[config.mk]
export PLATFORM = sky130hd
export DESIGN_NAME = mem_stage_ctrl
export DESIGN_NICKNAME = d
export VERILOG_FILES = /design/src/rtl/mem_stage_ctrl.sv
export SDC_FILE = /design/constraint.sdc
export NUM_CORES = 1
export LEC_CHECK = 0
export ABC_AREA = 1
export CAP_MARGIN = 5
export CORE_MARGIN = 3
export CORE_UTILIZATION = 25
export CTS_CLUSTER_SIZE = 24
export DETAILED_ROUTE_END_ITERATION = 10
export PLACE_DENSITY = 0.63
export SLEW_MARGIN = 20
export SYNTH_ARGS = -nofsm -noshare
export SYNTH_HDL_FRONTEND = slang
export SYNTH_SLANG_ARGS = --single-unit
[constraint.sdc]
create_clock -name clk -period 7.55 [get_ports clk]
set_input_delay 1.51 -clock clk [delete_from_list [all_inputs] [get_ports clk]]
set_output_delay 1.51 -clock clk [all_outputs]
set_load 0.02 [all_outputs]
[src/rtl/mem_stage_ctrl.sv]
// mem_stage_ctrl: MEM-stage controller for the 5-stage MIPS pipeline.
//
// Takes the EX/MEM pipeline register outputs and, for loads and stores, runs a
// variable-latency req/ack handshake with the data memory. The rest of the
// pipeline is held while an access is outstanding. A stuck access is aborted
// after a bounded number of cycles. The block also registers the MEM/WB fields
// used by write-back and forwarding.
//
// Ports:
//   clk, reset                  clock, asynchronous active-high reset
//   MemReadM, MemWriteM         load / store in MEM
//   MemtoRegM, RegWriteM        write-back controls from EX/MEM
//   ALUResultM, ReadDataM       address or ALU result, store data
//   RegisterDstM                destination register
//   dmem_req/we/addr/wdata      registered data-memory request
//   dmem_ack, dmem_rdata        memory completion and load data (same cycle)
//   StallM                      combinational hold for PC/IF/ID/EX/EX-MEM
//   RegWriteW, MemtoRegW,
//   ALUResultW, MemDataW,
//   RegisterDstW                MEM/WB pipeline register
//   AlignErr, BusErr            one-cycle pulses: misaligned drop, timeout abort
module mem_stage_ctrl #(
    parameter int unsigned TIMEOUT     = 16,
    parameter int unsigned ALIGN_CHECK = 1
) (
    input  logic        clk,
    input  logic        reset,
    input  logic        MemReadM,
    input  logic        MemWriteM,
    input  logic        MemtoRegM,
    input  logic        RegWriteM,
    input  logic [31:0] ALUResultM,
    input  logic [31:0] ReadDataM,
    input  logic [4:0]  RegisterDstM,
    output logic        dmem_req,
    output logic        dmem_we,
    output logic [31:0] dmem_addr,
    output logic [31:0] dmem_wdata,
    input  logic        dmem_ack,
    input  logic [31:0] dmem_rdata,
    output logic        StallM,
    output logic        RegWriteW,
    output logic        MemtoRegW,
    output logic [31:0] ALUResultW,
    output logic [31:0] MemDataW,
    output logic [4:0]  RegisterDstW,
    output logic        AlignErr,
    output logic        BusErr
);

    localparam int unsigned CntW = (TIMEOUT > 2) ? $clog2(TIMEOUT) : 1;
    localparam logic [CntW-1:0] CntLast = CntW'(TIMEOUT - 1);

    typedef enum logic [0:0] {StIdle, StBusy} state_e;

    state_e          state_q, state_d;
    logic [CntW-1:0] cnt_q, cnt_d;
    logic            req_q, req_d;
    logic            we_q, we_d;
    logic [31:0]     addr_q, addr_d;
    logic [31:0]     wdata_q, wdata_d;
    logic            regwrite_q, regwrite_d;
    logic            memtoreg_q, memtoreg_d;
    logic [31:0]     aluresult_q, aluresult_d;
    logic [31:0]     memdata_q, memdata_d;
    logic [4:0]      dst_q, dst_d;
    logic            align_err_q, align_err_d;
    logic            bus_err_q, bus_err_d;
    logic            stall;

    logic memop;
    logic bad;
    logic is_load;

    assign memop   = MemReadM | MemWriteM;
    assign bad     = (ALIGN_CHECK != 0) && memop && (ALUResultM[1:0] != 2'b00);
    // Read+write together behaves as a store, so it never returns load data.
    assign is_load = MemReadM & ~MemWriteM;

    always_comb begin
        state_d     = state_q;
        cnt_d       = cnt_q;
        req_d       = req_q;
        we_d        = we_q;
        addr_d      = addr_q;
        wdata_d     = wdata_q;
        // MEM/WB defaults to a bubble; only completed instructions overwrite it.
        regwrite_d  = 1'b0;
        memtoreg_d  = 1'b0;
        aluresult_d = '0;
        memdata_d   = '0;
        dst_d       = '0;
        align_err_d = 1'b0;
        bus_err_d   = 1'b0;
        stall       = 1'b0;

        case (state_q)
            StIdle: begin
                if (!memop) begin
                    regwrite_d  = RegWriteM;
                    memtoreg_d  = MemtoRegM;
                    aluresult_d = ALUResultM;
                    dst_d       = RegisterDstM;
                end else if (bad) begin
                    align_err_d = 1'b1;
                end else begin
                    stall   = 1'b1;
                    req_d   = 1'b1;
                    we_d    = MemWriteM;
                    addr_d  = ALUResultM;
                    wdata_d = ReadDataM;
                    cnt_d   = '0;
                    state_d = StBusy;
                end
            end
            StBusy: begin
                if (dmem_ack) begin
                    regwrite_d  = RegWriteM;
                    memtoreg_d  = MemtoRegM;
                    aluresult_d = ALUResultM;
                    dst_d       = RegisterDstM;
                    memdata_d   = is_load ? dmem_rdata : 32'h0;
                    req_d       = 1'b0;
                    state_d     = StIdle;
                end else if (cnt_q == CntLast) begin
                    // Release the pipeline in the last cycle; the dropped
                    // instruction leaves a bubble and a BusErr pulse.
                    req_d     = 1'b0;
                    bus_err_d = 1'b1;
                    state_d   = StIdle;
                end else begin
                    stall = 1'b1;
                    cnt_d = cnt_q + 1'b1;
                end
            end
            default: begin
                state_d = StIdle;
                req_d   = 1'b0;
            end
        endcase
    end

    always_ff @(posedge clk or posedge reset) begin
        if (reset) begin
            state_q     <= StIdle;
            cnt_q       <= '0;
            req_q       <= 1'b0;
            we_q        <= 1'b0;
            addr_q      <= '0;
            wdata_q     <= '0;
            regwrite_q  <= 1'b0;
            memtoreg_q  <= 1'b0;
            aluresult_q <= '0;
            memdata_q   <= '0;
            dst_q       <= '0;
            align_err_q <= 1'b0;
            bus_err_q   <= 1'b0;
        end else begin
            state_q     <= state_d;
            cnt_q       <= cnt_d;
            req_q       <= req_d;
            we_q        <= we_d;
            addr_q      <= addr_d;
            wdata_q     <= wdata_d;
            regwrite_q  <= regwrite_d;
            memtoreg_q  <= memtoreg_d;
            aluresult_q <= aluresult_d;
            memdata_q   <= memdata_d;
            dst_q       <= dst_d;
            align_err_q <= align_err_d;
            bus_err_q   <= bus_err_d;
        end
    end

    assign dmem_req     = req_q;
    assign dmem_we      = we_q;
    assign dmem_addr    = addr_q;
    assign dmem_wdata   = wdata_q;
    assign StallM       = stall;
    assign RegWriteW    = regwrite_q;
    assign MemtoRegW    = memtoreg_q;
    assign ALUResultW   = aluresult_q;
    assign MemDataW     = memdata_q;
    assign RegisterDstW = dst_q;
    assign AlignErr     = align_err_q;
    assign BusErr       = bus_err_q;

endmodule

======== After elaboration in Yosys (flattened, before gate mapping) ========
Index checks and enable logic that the tools add are counted.
storage, ports and cells
  bits of input ports ..................... 108
  output and inout bits ................... 140
  flip-flop bits (word level) ............. 144
cells by class
  reduce and logical (&&, ||, !) cells .... 5
  muxes and demuxes ....................... 36
  equality and inequality tests ........... 6
  bitwise operators ....................... 5
  add/subtract/negate cells ............... 1
operators with widths
  operator             number
  $mux 32              5
  $pmux 32 s2          1
  $mux 1               18
  $mux 4               4
  $mux 5               2
  $pmux 5 s2           1
  $ne 2x2->1 const B   4
  $pmux 1 s2           4
  $pmux 4 s2           1
  $reduce_and 3->1     2
  $add 4x1->4 const B  1
  $eq 4x4->1 const B   1
  $reduce_and 4->1     1
  $ne 3x2->1 const B   1
  $not 1->1            3
  $reduce_bool 2->1    1
  $and 1x1->1          1
  $logic_and 1x1->1    1
  $or 1x1->1           1

======== Longest topological paths before layout ========
Gate-level depths: netlist (run 1).
  depth after elaboration ................. 5
  depth in mapped cells ................... 7
  mapped depth without buffers ............ 7

======== Worst setup path before layout (run 1) ========
Ideal clock, no wire load.
  path type ............................... input -> output
  from .................................... in MemWriteM
  to ...................................... out StallM
  arrival ................................. 2.073 ns
  setup slack ............................. 3.967 ns
  cell stages on the path ................. 5
  required time ........................... 6.040 ns
  cell sequence ........................... inv_1 -> nand2_2 -> nand3_4 -> buf_6 -> nand2_1
on the way
  cells in the longest elaborated chain, start to end .. 5
RTL lines
  what                RTL line  RTL
  start: declaration  29        input logic MemWriteM,
  $or 1x1->1 (*)      75        assign memop = MemReadM | MemWriteM;
  $logic_and 1x1->1   76        assign bad = (ALIGN_CHECK != 0) && memop && (ALUResultM[1:0] != 2'b00);
  $mux 1              104       end else if (bad) begin
  $mux 1 (*)          99        if (!memop) begin
  $pmux 1 s2 (*)      97        case (state_q)
  end: declaration    41        output logic StallM,
Every way passes the cells marked *; elsewhere a longest branch is shown, timed or not.

======== Worst setup path after layout (run 1) ========
  from .................................... in dmem_ack
  to ...................................... out StallM
on the way
  cells in the longest elaborated chain, start to end .. 2
RTL lines
  what                RTL line  RTL
  start: declaration  39        input logic dmem_ack,
  $mux 1              117       if (dmem_ack) begin
  $pmux 1 s2          97
Every way passes these cells.

==> summary.md, run 1 <==
| Metric | Value |
|---|---|
| Mapped Area | ~5300 um2 |
| Actual slew at the worst max-slew pin | around 940 ps |
| Area used by multi-input combinational logic | between 1000 and 1500 um2 |
| Critical path type | input port to output pin |
| Post-synth top area share | 68.1% |
| Cells on worst reg2reg path | 5 |
| Clock Sink Count | ~140 |
| Post-synthesis async set-or-reset flop share | 100% |
| Post-layout nets | 839 |
| First-pass GRT wire length | ~22,000 um |
| Initial antenna violation count | 0 |
| Run status | finished, final reports clean |
| RSZ-0062 raised after global routing | false |
| Share of cells above drive strength 1 | under 10% |
| Starting density of the core | 25.8% |
| TNS Setup | 0 ps |
| Area grow syn2layout | 62.3% |
| Die width | around 150 um |
| Max Fclk | between 150 and 200 MHz |
| Pwr/cell area | approximately 270 nW/um2 |
| TritonCTS Buffers | 17 |
| Arr. time, crit path | 3790 ps |
| Pin count of the biggest net entering global routing | 116 |
| Core area | ~20,000 um2 |
| Vert. Die Dim | 151 um |
| Reg2reg start | state_q$_DFF_PP0_ |
| DR vias | 4,100 |
| Static Leak | 3.97 nW |
| Critical path capture point type | output pin |
| EDFF count, synth | 0 |
| Final Hold Viols | 0 |
| Hold path start | dmem_addr[1]$_DFFE_PP0P_ |
| Synth cell types | 24 |
| Tot Pwr | approximately 2.3 mW |
| Hold WC Path Type | flop to flop |
| CTS H-tree depth | 4 |
| Die area | between 20,000 and 25,000 um2 |
| Cells on Worst Hold Path | 2 |
| Clock Path Buffers | 2 |
| Dpl hpwl | around 10,000 um |
| Worst Hold End | dmem_addr[1]$_DFFE_PP0P_ |
| Sequential fraction of the synthesis area | between 60% and 70% |
| ANT nets after route | 0 |
| Crit share post-route | 70.2% |
| GRT overflow | 0 |
| Global-route usage over all layers | about 13% |
| Max-Cap Viols | 0 |
| Synth area leaders | dfrtp_1 (68%), nand2_1 (6.4%), inv_1 (5.0%) |
| Clock Skew | between 8 and 9 ps |
| Syn nets | slightly below 600 |
| Number of global-route vias before repair | 4,236 |
| Largest area contributor in the netlist | dfrtp_1 |
| Post-CTS Hold Buffers | 0 |
| Clock slew seen by the registers of the worst setup and hold paths | 60 ps |
| 1st-iter DRT viols | ~120 |
| # port buffers | around 250 |
| CTS root buffer | clkbuf_16 |
| Post-route DRC | 0 |
| Post CTS Setup Buffer Count | 0 |
| Antenna diodes | 0 |
| Worst Path Max Fanout | 32 |
| Reg area | around 3600 um2 |
| Gp weighted congestion | 0.704 |
| Rows | 52 |
| Post-synthesis cell count | ~490 |
| Max_slew headroom | ~37% |
| Synth warnings | 0 |
| Final core occ | approximately two fifths |
| Io pins | roughly 250 |
| Most frequent cells in the layout | clkdlybuf4s50_1 (247), dfrtp_1 (144), nand2_1 (89) |
| Post-route minimum period | 5300 ps |
| Syn_area_per_cell | about 11 um2 |
| Number of fill cells in the layout | roughly 2.0k |
| Via/cell ratio | between 4 and 5 |
| Count of pins over their slew limit | 0 |
| Final WL | 14,900 um |
| Post-synth top flop | dfrtp_1 |
| R2R Path End | ALUResultW[1]$_DFF_PP0_ |
| Clock Latency Late Sink | 420 ps |
| CTS tree | built |
| Wirelength per Cell | about 15 um |
| # setup viols final | 0 |
| Post-cts sizing count | 0 |
| Commonest non-fill, non-tap cell in the layout | clkdlybuf4s50_1 |
| Req. time, crit path | between 6000 and 7000 ps |
| Reg2Reg Setup Slack | 5460 ps |
| Synth Register Bits | approximately 140 |
| Peak supply drop | between 0.0001 and 0.00015 V |
| First-pass DRT Iterations | 4 |
| CP Launch Type | input port |
final cells by class:
class / count / share of cell area [%]
Tap cell: 270 / 3.94
Clock buffer: 18 / 5.00
Clock inverter: 14 / 2.38
Timing Repair Buffer: 250 / 29.1
Inverter: 74 / 3.29
Sequential cell: 144 / 42.0
Multi-Input combinational cell: 243 / 14.3
registers in the layout, indices dropped and copies added (netlist names), 4 cells and up:
register,flops
MemDataW,32
RegisterDstW,5
dmem_addr,32
cnt_q,4
dmem_wdata,32
ALUResultW,32
kinds of logic after synthesis:
logic type | after synthesis | share of synthesized area (%)
buffers and inverters | 101 | 8.71
and+or+nand+nor | 179 | 16.7
DFF | 144 | 68.1
AOI/OAI and AO/OA | 63 | 6.18
adders and majority gates | 1 | 0.237
Yosys cell counts (7+ instances only):
library cell,number
buf_2,8
buf_6,8
clkbuf_1,9
dfrtp_1,144
inv_1,71
nand2_1,90
nand3_1,7
nor2_1,12
nor3_1,29
nor3b_1,32
o21ai_0,13
o21ai_1,47
layer usage:
layer	up-vias	share of wire (%)	GRT usage, %
met3	9	14	7.63
met2	178	46	20.5
li1	2014	-	-
met5	-	0	0
met4	0	0.88	3.81
met1	1899	40	14.1
worst max-delay path by stage:
stage | from | to | cells past startpoint
4_1_cts | dmem_ack | StallM | 5
2_1_floorplan | reset | ALUResultW[0]$_DFF_PP0_ | 1
6_report | dmem_ack | StallM | 5
5_1_grt | dmem_ack | StallM | 5
3_5_place_dp | dmem_ack | StallM | 5
3_3_place_gp | dmem_ack | StallM | 5
through the flow:
stage / hold slack [ps] / setup slack [ps] / area, um2 / std cells
after floorplan: 515 / 2170 / 5290 / 488
after global placement: 452 / 2250 / 7940 / 981
after detailed placement: 457 / 2170 / 7940 / 981
after CTS: 469 / 2160 / 8580 / 1013
after global routing: 493 / 2030 / 8580 / 1013
final: 469 / 2250 / 8580 / 1013
power breakdown:
| group | internal (mW) | switching (mW) | total (mW) |
|---|---|---|---|
| sequential | 0.868 | 0.0474 | 0.915 |
| clock | 0.560 | 0.341 | 0.900 |
| combinational | 0.252 | 0.273 | 0.525 |
| total | 1.68 | 0.661 | 2.34 |
worst max-delay path, stage by stage:
cell and delay [ps]:
clkdlybuf4s50_1 460, nor2_4 740, nand2_2 230, nand2_1 200
clkdlybuf4s50_1 650
No activity file was read; power rests on OpenSTA's default activity.
==> inputs of run 2 (changes only) <==
Clock period 7.55 ns to 5.02 ns, I/O delays scaled along.
==> summary.md, run 2 (synthesis gave the netlist of run 1 again) <==
| Metric | Value |
|---|---|
| Run status | finished, final reports clean (unchanged) |
| Post-place instance area | 7960 um2 (was 7940 um2) |
| First-pass GRT wire length | 22,600 um (was 22,400 um) |
| Critical path type | input port to output pin (unchanged) |
| CTS H-tree depth | 4 (unchanged) |
| Antenna diodes | 0 (unchanged) |
| CP Cell Sequence | clkdlybuf4s50_1, nor2_4, nand2_2, nand2_1, clkdlybuf4s50_1 (unchanged) |
| ANT nets after route | 0 (unchanged) |
| Pin count of the biggest net entering global routing | 93 (was 116) |
| Die area | 22,900 um2 (unchanged) |
| Seq pwr share | 39.6% (was 39.1%) |
| Crit share post-route | between 70 and 80% |
| Clk pwr share | 37.6% (was 38.5%) |
| Core area | 20,500 um2 (unchanged) |
| Req. time, crit path | 4020 ps (was 6040 ps) |
| Max-Cap Viols | 0 (unchanged) |
| Io pins | 248 (unchanged) |
| Static Leak | 3.98 nW (was 3.97 nW) |
| Max incr delay on CP | 640 ps (was 740 ps) |
| Number of global-route vias before repair | 4,129 (was 4,236) |
| Clock Path Buffers | 2 (unchanged) |
| CTS tree | built (unchanged) |
| Most frequent cells in the layout | clkdlybuf4s50_1 (247), dfrtp_1 (144), nand2_1 (88) (was clkdlybuf4s50_1 (247), dfrtp_1 (144), nand2_1 (89)) |
| Dpl hpwl | 10,400 um (about the same) |
| Arr. time, crit path | 2530 ps (was 3790 ps) |
| DR vias | 4,119 (was 4,100) |
| Area grow syn2layout | 62.2% (was 62.3%) |
| Clock Latency Late Sink | 410 ps (was 420 ps) |
| Gp weighted congestion | 0.713 (was 0.704) |
| Sw Share | 28.2% (about the same) |
| Post-layout nets | 841 (was 839) |
| Post-route DRC | 0 (unchanged) |
| Net Sw Power | 0.980 mW (was 0.661 mW) |
| Rows | 52 (unchanged) |
| Final WL | 14,900 um (about the same) |
| Share of cells above drive strength 1 | 6.85% (was 6.46%) |
| Initial antenna violation count | 0 (unchanged) |
| TritonCTS Buffers | 17 (unchanged) |
| Die width | 151 um (unchanged) |
| Critical path capture point type | output pin (unchanged) |
| CP Launch Type | input port (unchanged) |
| Hold WC Path Type | flop to flop (unchanged) |
| Global-route usage over all layers | 13.0% (was 12.7%) |
| Post-route minimum period | 3530 ps |
| Comb power frac | 22.8% (was 22.4%) |
| Peak supply drop | 0.000217 V (was 0.000137 V) |
| CTS root buffer | clkbuf_16 (unchanged) |
| Count of pins over their slew limit | 0 (unchanged) |
| Worst Path Max Fanout | 8 (was 32) |
| Final Hold Viols | 0 (unchanged) |
| Max Fclk | ~280 MHz |
| Clock Sink Count | 144 (unchanged) |
| Internal power | 2.49 mW (was 1.68 mW) |
| CP dominant cell by count | clkdlybuf4s50_1 (unchanged) |
| First-pass DRT Iterations | 4 (unchanged) |
| Final instance area | 8570 um2 (was 8580 um2) |
| Vert. Die Dim | 151 um (unchanged) |
| # port buffers | 247 (unchanged) |
| Pwr/cell area | 405 nW/um2 (was 273 nW/um2) |
| Via/cell ratio | 4.06 (was 4.05) |
| Post CTS Setup Buffer Count | 0 (unchanged) |
| # setup viols final | 0 (unchanged) |
| 1st-iter DRT viols | 114 (was 116) |
| Commonest non-fill, non-tap cell in the layout | clkdlybuf4s50_1 (unchanged) |
| Crit path buf inv count | 2 (unchanged) |
| Clock slew seen by the registers of the worst setup and hold paths | 70 ps (was 60 ps) |
| Starting density of the core | 25.8% (unchanged) |
| Actual slew at the worst max-slew pin | 837 ps (was 944 ps) |
| Post-cts sizing count | 0 (unchanged) |
| RSZ-0062 raised after global routing | false (unchanged) |
| Clock Skew | 10.8 ps (was 8.32 ps) |
| GRT overflow | 0 (unchanged) |
| Post-CTS Hold Buffers | 0 (unchanged) |
| Max stage delay cell, worst path | clkdlybuf4s50_1 (was nor2_4) |
| TNS Setup | 0 ps (unchanged) |
| Max_slew headroom | 44.2% (was 37.1%) |
| Wirelength per Cell | 14.7 um (about the same) |
| Crit path max-delay family | buffers and inverters (was simple AND/OR/NAND/NOR gates) |
run 2: changes by cell type in the layout (fill, tap and decap cells not counted), sizes merged:
cell	change
inv	-3
bufinv	-1
buf	+2
clkbuf	+1
clkinv	+2
run 2: path summary, 6_finish.rpt:
check / startpoint / end / slack [ps] / depth (start not counted)
max reg2reg: state_q$_DFF_PP0_ / dmem_addr[5]$_DFFE_PP0P_ / 2880 / 5
min: dmem_req$_DFFE_PP0P_ / dmem_req$_DFFE_PP0P_ / 480 / 2
min in group asynchronous: reset / dmem_wdata[7]$_DFFE_PP0P_ / 1160 / 2
max in group asynchronous: reset / dmem_wdata[29]$_DFFE_PP0P_ / 2970 / 3
min reg2reg: dmem_req$_DFFE_PP0P_ / dmem_req$_DFFE_PP0P_ / 480 / 2
max: dmem_ack / StallM / 1490 / 5
run 2: through the flow:
stage	hold slack, ps	instances	utilization, %	setup slack [ps]	power, mW
finish	479	1014	41.8	1490	3.47
floorplan	515	488	-	150	1.77
global route	501	1014	41.8	1400	3.66
CTS	485	1014	41.8	1470	3.54
detailed placement	464	983	38.8	1480	2.20
global placement	450	983	38.8	1480	2.19
run 2: routing by layer:
metal,track usage [%],up-vias,routed length (um)
li1,-,2017,-
met1,15.7,1916,6070
met2,20.3,180,6710
met3,7.21,6,1970
met4,2.99,0,98
met5,0,-,0
run 2: tightest hold or removal path, cell delays in order, from the launching register on:
cell and delay [ps]:
dfrtp_1 350, nand2_1 50, nand2_1 50
run 2: final cells by class:
type | count | area (um2)
clock inverter | 12 | 159
timing repair buffer | 252 | 2510
tap | 270 | 338
clock buffer | 19 | 453
fill | 1990 | 11900
sequential | 144 | 3600
inverter | 74 | 283
multi-input combinational | 243 | 1230
run 2: power groups by stage:
stage          Combinational, mW  Clock (mW)  Sequential [mW]
2_1_floorplan              0.198           0             1.57
3_3_place_gp               0.796           0             1.39
3_5_place_dp               0.804           0             1.40
4_1_cts                    0.806        1.35             1.38
5_1_grt                    0.859        1.41             1.39
6_report                   0.791        1.31             1.38
==> inputs of run 3 (changes only) <==
Settings changed: PLACE_DENSITY 0.63 to 0.65.
Clock period 5.02 ns to 3 ns, I/O delays scaled along.
==> summary.md, run 3 (synthesis gave the netlist of run 1 again) <==
| Metric | Value |
|---|---|
| Max Fclk | 367 MHz |
| Peak supply drop | 0.000350 V (was 0.000217 V) |
| Rows | 52 (unchanged) |
| Sw Share | 29.3% (was 28.2%) |
| Number of fill cells in the layout | 2,013 (was 1,990) |
| Clock Path Buffers | 2 (unchanged) |
| Count of pins over their slew limit | 0 (unchanged) |
| Reg area | 3600 um2 (unchanged) |
| Actual slew at the worst max-slew pin | 678 ps (was 837 ps) |
| Most used routing layer | met2 (unchanged) |
| CTS tree | built (unchanged) |
| Initial antenna violation count | 0 (unchanged) |
| Critical path capture point type | output pin (unchanged) |
| Crit share post-route | roughly nine tenths |
| Via/cell ratio | 4.09 (was 4.06) |
| Area grow syn2layout | 63.0% (was 62.2%) |
| Arr. time, crit path | 2120 ps (was 2530 ps) |
| Hold WC Path Type | flop to flop (unchanged) |
| Setup slack after layout | 275 ps (was 1490 ps) |
| Dpl hpwl | 10,800 um (was 10,400 um) |
| First-pass GRT wire length | 23,600 um (was 22,600 um) |
| Clock slew seen by the registers of the worst setup and hold paths | 60 ps (was 70 ps) |
| Clock Sink Count | 144 (unchanged) |
| Dpl cells | 988 (was 983) |
| First-pass DRT Iterations | 4 (unchanged) |
| Area used by multi-input combinational logic | 1220 um2 (was 1230 um2) |
| # port buffers | 247 (unchanged) |
| Post-route minimum period | 2720 ps |
| Max_slew headroom | 54.7% (was 44.2%) |
| Die width | 151 um (unchanged) |
| Die area | 22,900 um2 (unchanged) |
| RSZ-0062 raised after global routing | false (unchanged) |
| Pin count of the biggest net entering global routing | 76 (was 93) |
| Most frequent cells in the layout | clkdlybuf4s50_1 (247), dfrtp_1 (144), nand2_1 (90) (was clkdlybuf4s50_1 (247), dfrtp_1 (144), nand2_1 (88)) |
| GRT overflow | 0 (unchanged) |
| Clk pwr share | 36.8% (was 37.6%) |
| TNS Setup | 0 ps (unchanged) |
| Core area | 20,500 um2 (unchanged) |
| Post-Place Worst Slack | 157 ps (was 1480 ps) |
| Post-CTS Hold Buffers | 0 (unchanged) |
| Met1 global-route usage | 15.7% (about the same) |
| Met2 Usage GRT | 21.4% (was 20.3%) |
| Clock Skew | 6.78 ps (was 10.8 ps) |
| Comb power frac | 23.1% (was 22.8%) |
| Net Sw Power | 1.69 mW (was 0.980 mW) |
| Clock Latency Late Sink | 410 ps (about the same) |
| Max-Cap Viols | 0 (unchanged) |
| Static Leak | 3.98 nW (about the same) |
| TritonCTS Buffers | 17 (unchanged) |
| # setup viols final | 0 (unchanged) |
| Final Hold Viols | 0 (unchanged) |
| Post-cts sizing count | 0 (unchanged) |
| Commonest non-fill, non-tap cell in the layout | clkdlybuf4s50_1 (unchanged) |
| Internal power | 4.07 mW (was 2.49 mW) |
| CTS root buffer | clkbuf_16 (unchanged) |
| Global-route usage over all layers | 13.3% (was 13.0%) |
| Max stage delay cell, worst path | clkdlybuf4s50_1 (unchanged) |
| Met3 Usage GRT | 6.40% (was 7.21%) |
| ANT nets after route | 0 (unchanged) |
| Number of global-route vias before repair | 4,351 (was 4,129) |
| Seq pwr share | 40.1% (was 39.6%) |
| Run status | finished, final reports clean (unchanged) |
| Io pins | 248 (unchanged) |
| Post-layout nets | 846 (was 841) |
| Antenna diodes | 0 (unchanged) |
| CTS H-tree depth | 4 (unchanged) |
| Crit path max-delay family | buffers and inverters (unchanged) |
| Final Non-Filler Cells | 1,020 (was 1,014) |
| Crit path buf inv count | 1 (was 2) |
| Share of cells above drive strength 1 | 7.20% (was 6.85%) |
| Vert. Die Dim | 151 um (unchanged) |
| Pwr/cell area | 668 nW/um2 (was 405 nW/um2) |
| Final WL | 15,200 um (was 14,900 um) |
| CP Cell Sequence | ha_1, nand3_1, nand2_2, nand2_1, clkdlybuf4s50_1 (was clkdlybuf4s50_1, nor2_4, nand2_2, nand2_1, clkdlybuf4s50_1) |
| Worst Path Max Fanout | 8 (unchanged) |
| Critical path type | flop to output pin (was input port to output pin) |
| 1st-iter DRT viols | 126 (was 114) |
| CP Launch Type | flop (was input port) |
| Post-route DRC | 0 (unchanged) |
| Req. time, crit path | 2400 ps (was 4020 ps) |
| Starting density of the core | 25.8% (unchanged) |
| Max incr delay on CP | 640 ps (about the same) |
| Gp weighted congestion | 0.717 (was 0.713) |
| DR vias | 4,174 (was 4,119) |
| Post CTS Setup Buffer Count | 0 (unchanged) |
| Wirelength per Cell | 14.9 um (was 14.7 um) |
| Hold Slack | 474 ps (was 479 ps) |
## run 3: power by group through the flow
stage / Sequential, mW / Combinational, mW / Clock (mW)
floorplan: 2.63 / 0.332 / 0
global placement: 2.34 / 1.34 / 0
finish: 2.31 / 1.33 / 2.12
detailed placement: 2.35 / 1.35 / 0
global route: 2.34 / 1.45 / 2.27
CTS: 2.31 / 1.36 / 2.19
## run 3: tightest hold or removal path: cells and delay by family, from the launching register on
kind / cells / cell delay [ps]
flops: 1 / 340
buf+inv: 1 / 50
simple gates: 1 / 50
## run 3: cell type report
type | instances | share of cell area, %
Sequential cell | 144 | 41.8
Clock buffer | 18 | 4.98
Multi-Input combinational cell | 243 | 14.2
Inverter | 74 | 3.27
Timing Repair Buffer | 257 | 30.0
Clock inverter | 14 | 1.83
Tap cell | 270 | 3.92
## run 3: per-layer routing
metal / share of wire [%] / routed length (um)
met5: 0 / 0
met4: 1.4 / 206
met2: 46 / 6980
met3: 12 / 1800
met1: 41 / 6240
## run 3: path summary, 6_finish.rpt
check	startpoint	to	slack (ps)	cells past startpoint
setup / recovery	cnt_q[0]$_DFFE_PP0P_	StallM	280	5
hold / removal	dmem_addr[0]$_DFFE_PP0P_	dmem_addr[0]$_DFFE_PP0P_	470	2
setup reg to reg	state_q$_DFF_PP0_	dmem_addr[5]$_DFFE_PP0P_	930	5
hold reg to reg	dmem_addr[0]$_DFFE_PP0P_	dmem_addr[0]$_DFFE_PP0P_	470	2
max in group asynchronous	reset	dmem_wdata[6]$_DFFE_PP0P_	1710	3
min in group asynchronous	reset	dmem_addr[13]$_DFFE_PP0P_	640	2
## run 3: stage by stage
stage	util [%]	power (mW)	cell area, um2
floorplan	-	2.96	5290
global placement	39.2	3.68	8030
detailed placement	39.2	3.70	8030
CTS	42.1	5.86	8620
global route	42.1	6.05	8620
finish	42.1	5.76	8620
